File: config.mk
export PLATFORM = sky130hd
export DESIGN_NAME = serial_addsub_seq
export DESIGN_NICKNAME = d
export VERILOG_FILES = /design/src/rtl/serial_addsub_seq.sv
export SDC_FILE = /design/constraint.sdc
export NUM_CORES = 1
export LEC_CHECK = 0
export BUFFER_PORTS_ARGS = -buffer_cell sky130_fd_sc_hd__buf_4
export CORE_MARGIN = 4
export CORE_UTILIZATION = 60
export CTS_BUF_LIST = sky130_fd_sc_hd__clkbuf_8
export CTS_CLUSTER_DIAMETER = 120
export CTS_CLUSTER_SIZE = 25
export DETAILED_ROUTE_END_ITERATION = 12
export GPL_TIMING_DRIVEN = 0
export HOLD_SLACK_MARGIN = 0.12
export PLACE_DENSITY = 0.91
export SLEW_MARGIN = 10
export SYNTH_ARGS = -nofsm -noshare
export SYNTH_HDL_FRONTEND = slang
export SYNTH_SLANG_ARGS = --single-unit
File: constraint.sdc
create_clock -name clk -period 2.3 [get_ports clk]
set_input_delay 0.46 -clock clk [delete_from_list [all_inputs] [get_ports clk]]
set_output_delay 0.46 -clock clk [all_outputs]
set_load 0.02 [all_outputs]
File: src/rtl/serial_addsub_seq.sv
// Bit-serial add/subtract sequencer built around one full-adder cell.
// Operands are latched on an accepted start and processed LSB first,
// one bit per clock. Subtraction feeds ~b with carry-in 1.
// Optional build macro: ADDSUB_SAT_EN saturates the result on signed overflow.
module serial_addsub_seq #(
  parameter int WIDTH = 5
) (
  input  logic             clk,
  input  logic             rst_n,
  input  logic             start,
  input  logic             op,
  input  logic [WIDTH-1:0] a,
  input  logic [WIDTH-1:0] b,
  output logic             busy,
  output logic             done,
  output logic [WIDTH-1:0] result,
  output logic             carryOut,
  output logic             overflow
);

  localparam int CW = (WIDTH > 2) ? $clog2(WIDTH) : 1;

  typedef enum logic [1:0] {
    S_IDLE = 2'd0,
    S_RUN  = 2'd1,
    S_DONE = 2'd2
  } state_t;

  state_t           r_state;
  logic [WIDTH-1:0] r_opA;
  logic [WIDTH-1:0] r_opB;
  logic             r_cy;
  logic [CW-1:0]    r_cnt;
  // Holds the sum bits already produced; the current bit completes the word.
  logic [WIDTH-2:0] r_acc;
  logic             r_busy;
  logic             r_done;
  logic [WIDTH-1:0] r_result;
  logic             r_carry;
  logic             r_ovf;

  logic             w_sum;
  logic             w_cout;
  logic [WIDTH-1:0] w_word;
  logic             w_last;
  logic             w_ovf;

  // Single full-adder cell on the current LSBs and the running carry.
  always_comb begin
    w_sum  = r_opA[0] ^ r_opB[0] ^ r_cy;
    w_cout = (r_opA[0] & r_opB[0]) | (r_cy & (r_opA[0] ^ r_opB[0]));
    w_word = {w_sum, r_acc};
    w_last = (r_cnt == CW'(WIDTH - 1));
    w_ovf  = r_cy ^ w_cout;
  end

  // Sequencer: accept, shift one bit per cycle, publish results on the last bit.
  always_ff @(posedge clk or negedge rst_n) begin
    if (!rst_n) begin
      r_state  <= S_IDLE;
      r_opA    <= '0;
      r_opB    <= '0;
      r_cy     <= 1'b0;
      r_cnt    <= '0;
      r_acc    <= '0;
      r_busy   <= 1'b0;
      r_done   <= 1'b0;
      r_result <= '0;
      r_carry  <= 1'b0;
      r_ovf    <= 1'b0;
    end else begin
      r_done <= 1'b0;
      case (r_state)
        S_IDLE, S_DONE: begin
          if (start) begin
            r_opA   <= a;
            r_opB   <= op ? ~b : b;
            r_cy    <= op;
            r_cnt   <= '0;
            r_busy  <= 1'b1;
            r_state <= S_RUN;
          end else begin
            r_busy  <= 1'b0;
            r_state <= S_IDLE;
          end
        end
        S_RUN: begin
          r_acc <= w_word[WIDTH-1:1];
          r_opA <= r_opA >> 1;
          r_opB <= r_opB >> 1;
          r_cy  <= w_cout;
          r_cnt <= r_cnt + 1'b1;
          if (w_last) begin
`ifdef ADDSUB_SAT_EN
            // MSB sum of 1 on overflow means two positives wrapped negative.
            if (w_ovf)
              r_result <= w_sum ? {1'b0, {(WIDTH-1){1'b1}}} : {1'b1, {(WIDTH-1){1'b0}}};
            else
              r_result <= w_word;
`else
            r_result <= w_word;
`endif
            r_carry <= w_cout;
            r_ovf   <= w_ovf;
            r_done  <= 1'b1;
            r_busy  <= 1'b0;
            r_state <= S_DONE;
          end
        end
        default: begin
          r_busy  <= 1'b0;
          r_state <= S_IDLE;
        end
      endcase
    end
  end

  assign busy     = r_busy;
  assign done     = r_done;
  assign result   = r_result;
  assign carryOut = r_carry;
  assign overflow = r_ovf;

endmodule

# Word level (Yosys, flattened, before mapping)
# Cells that the tools add are included.
dict set report totals {
  ff_bits 29
  out_inout_bits 9
  elab_cells 46
}
dict set report op_classes {
  add_sub_neg 1
  eq_ne 5
  n_mux 17
  bitwise_logic 7
  reduce_logical 5
}
# op n
set op_table {}
lappend op_table {{$pmux W5 S2} 2}
lappend op_table {{$mux W5} 3}
lappend op_table {{$mux W1} 6}
lappend op_table {{$pmux W3 S2} 1}
lappend op_table {{$not A5 Y5} 1}
lappend op_table {{$ne A2 B2 Y1 const B} 2}
lappend op_table {{$pmux W1 S2} 2}
lappend op_table {{$pmux W2 S2} 1}
lappend op_table {{$reduce_and A2 Y1} 2}
lappend op_table {{$add A3 B1 Y3 const B} 1}
lappend op_table {{$eq A3 B3 Y1 const B} 1}
lappend op_table {{$mux W3} 1}
lappend op_table {{$xor A1 B1 Y1} 3}
lappend op_table {{$and A1 B1 Y1} 2}
lappend op_table {{$eq A2 B1 Y1 const B} 1}
lappend op_table {{$eq A2 B2 Y1 const B} 1}
lappend op_table {{$logic_not A2 Y1} 1}
lappend op_table {{$mux W2} 1}
lappend op_table {{$reduce_bool A2 Y1} 1}
lappend op_table {{$reduce_or A2 Y1} 1}
lappend op_table {{$or A1 B1 Y1} 1}

# Longest topological paths before layout
dict set report logic_depth {
  depth_word 4
  depth_mapped 5
}

# Worst setup path after synthesis
# Ideal clock, no wire load.
dict set report synth_path {
  path_type {register to register}
  startpoint {register, netlist name busy}
  endpoint {register r_opB[1]}
  t_arrival_ns 1.252
  required_ns 2.174
  slack_ns 0.922
  path_stages_with_launch 5
  path_buffers 2
  synth_period_minus_slack_ns 1.378
  cell_sequence {dfrtp_1 > and2b_1 > buf_6 > buf_6 > a221o_1}
}
# item line_no
set synth_lines {}
lappend synth_lines {{end signal, assigned} 77} ;# r_opB <= op ? ~b : b;
lappend synth_lines {{end signal, assigned} 90} ;# r_opB <= r_opB >> 1;
lappend synth_lines {{end, declared} 31} ;# logic [WIDTH-1:0] r_opB;

==> metrics.cfg <==
[clocking]
cts.sinks=28
cts_tree=built
ctsResizeCount=0
cts_buffers=3
insertion_delay_ns=0.27
cts-htree-levels=1
cts_root_buf=clkbuf_8
holdBufCountCts=1
post_cts_buffers=0
cts.path.max_buffers=2
clkSlewWorstSetupHoldPaths_ns=0.09

[drt]
ant_nets=0
wl_per_cell_um=14.3
drt_iter0_markers=9
dr.pass1.iters=4
wl_um=2050
vias_per_cell=5.41
drc=0
vias=773

[timing]
grt_setup_unrepaired=false
finClkSkew_ns=0.00284
holdWs_ns=0.426
min_period_over_period_pct=62.4
fmax_mhz=696
timing.final.crit_period_ns=1.44
final_max_slew_viol_count=0
maxSlewHeadroom_pct=76.8
tns_ns=0
setup_viol=0
worst_pin_slew_ns=0.348
hold_viol_final=0
setup_ws_ns=0.864

[global_route]
overflow=0
grt_usage_pct=17.1
antenna_found_initial=0
grt_start_max_net_pins=29
grt_pass1_vias=791
grt_pass1_wl_um=3470

[synthesis]
synth_xor_area_share_pct=4.30
synth.area.mux_share_pct=10.1
synth_cell_types=22
synth-seq-cells=28
syn_area_um2=1220
synth_compound_area_share_pct=12.9
ys_top_cells_by_area=dfrtp_1, mux2_2, a22o_1
syn_area_per_cell_um2=13.4
yosys.area_share.simple_pct=6.86
ys_warn_count=0
synth_top_family_by_area=compound AO/OA/AOI/OAI gates
synth_top_area_cell=dfrtp_1
synth_top_area_share_pct=57.3
synth_nets=108
yosysSeqAreaShare_pct=57.3
synth_fa_ha_area_share_pct=3.68
synth_cells=91

[worst_setup_path]
startpoint_type=register
slowest_delay_ns=0.46
endpoint_kind=register
worstPathArrival_ns=1.59
path_max_fanout=10
cp_data_required_time_ns=2.46
crit_chain=nor2b_1, buf_2, nor2_2, buf_6, a221o_1
crit_slowest_cell=dfrtp_1
critPathKind=reg -> reg

[die]
die_y_um=53.1
dieArea_um2=2820
coreArea_um2=1940
start_util_pct=63.0
fp.dieW_um=53.1
std_cell_rows=16
boundaryPins=23

[power_and_ir_drop]
ir_drop_uv=843
power_density_nw_per_um2=1390
leakagePower_nw=0.745

[place]
port_buffers=21
place_inst=139
gp_congestion=0.766
dpl-instance-area_um2=1410
hpwl_um=1470
pre_cts_ws_ns=0.794

[layout]
stdcell_area_um2=1470
stdcell_count=143
area_delta_synth_final_pct=19.9
drive_above_1_share_pct=36.2
fin_nets=135
antenna_cells=0

[job]
drv_cap=0

[min_path]
min_path_type=in -> reg

[status]
status=finished, final reports clean

## routing by layer
layer / up-vias / global-route usage (%) / part of all wire (%)
li1: 372 / - / -
met1: 371 / 22.3 / 46
met2: 26 / 27.9 / 47
met3: 4 / 1.97 / 5.6
met4: 0 / 8.94 / 1.4
met5: - / 0 / 0
## registers in the layout (all words and copies together) (netlist names)
register and flops:
busy 1, carryOut 1, done 1, overflow 1, r_acc 4, r_cnt 3, r_cy 1, r_opA 5
r_opB 5, r_state 1, result 5
## cell usage in the layout (no fill, tap or decap), drive strengths merged
cell and n:
nor2b 1, clkbuf 3, xor2 1, mux2 11, o21ai 2, fa 1, buf 26, and2b 1
a21o 5, a22o 8, xnor2 5, dlygate4sd3 1, nand2b 1, a221o 4, nand4b 1, nor2 5
nand3 1, dfrtp 28, inv 4, nand2 4, nand3b 1, ha 2
## critical path, delay by kind of cell (launching register included)
kind,cells,cell delay [ns]
buffers and inverters,2,0.35
DFF,1,0.46
and+or+nand+nor,2,0.21
AOI/OAI and AO/OA,1,0.30
## metrics by stage
step / util, % / total power (W)
after floorplan: - / 0.00151
after global placement: 72.8 / 0.00174
after detailed placement: 72.8 / 0.00179
after CTS: 75.5 / 0.00205
after global routing: 75.5 / 0.00217
final: 75.5 / 0.00204
## logic make-up after synthesis
| logic type | Yosys count |
|---|---|
| flops | 28 |
| fa+ha+maj | 3 |
| compound gates | 19 |
| buf+inv | 9 |
| simple gates | 15 |
| mux | 11 |
| xor+xnor | 6 |
## power by group
part	switching [W]	leakage (nW)	internal, W	total [W]
logic	0.000411	0.374	0.000495	0.000906
registers	0.000154	0.349	0.000716	0.000870
clock network	0.000144	0.0216	0.000118	0.000262
## final cells by class
type                            count  area [um^2]
Buffer                              5         43.8
Clock buffer                        3         41.3
Fill cell                         143          477
Inverter                            4         15.0
Multi-Input combinational cell     54          463
Sequential cell                    28          701
Tap cell                           27         33.8
Timing Repair Buffer               22          168
## path summary, 6_finish.rpt
kind	from	endpoint	slack [ns]	cells after the start
worst max-delay path	busy	r_opB[3]	0.86	5
worst min-delay path	a[4]	r_opA[4]	0.43	2
worst max register to register	busy	r_opB[3]	0.86	5
worst min register to register	r_opA[2]	r_opA[2]	0.49	1
max in group asynchronous	rst_n	result[0]	1.40	2
min in group asynchronous	rst_n	result[3]	0.63	2
## synth_stat cells, drive strengths merged
cell type  instances
dfrtp             28
mux2              11
a22o               8
a21o               5
buf                5
nor2               5
xnor2              5
a221o              4
inv                4
nand2              4
ha                 2
o21ai              2
and2b              1
fa                 1
nand2b             1
nand3              1
nand3b             1
nand4b             1
nor2b              1
xor2               1
(Power assumes the default switching activity.)
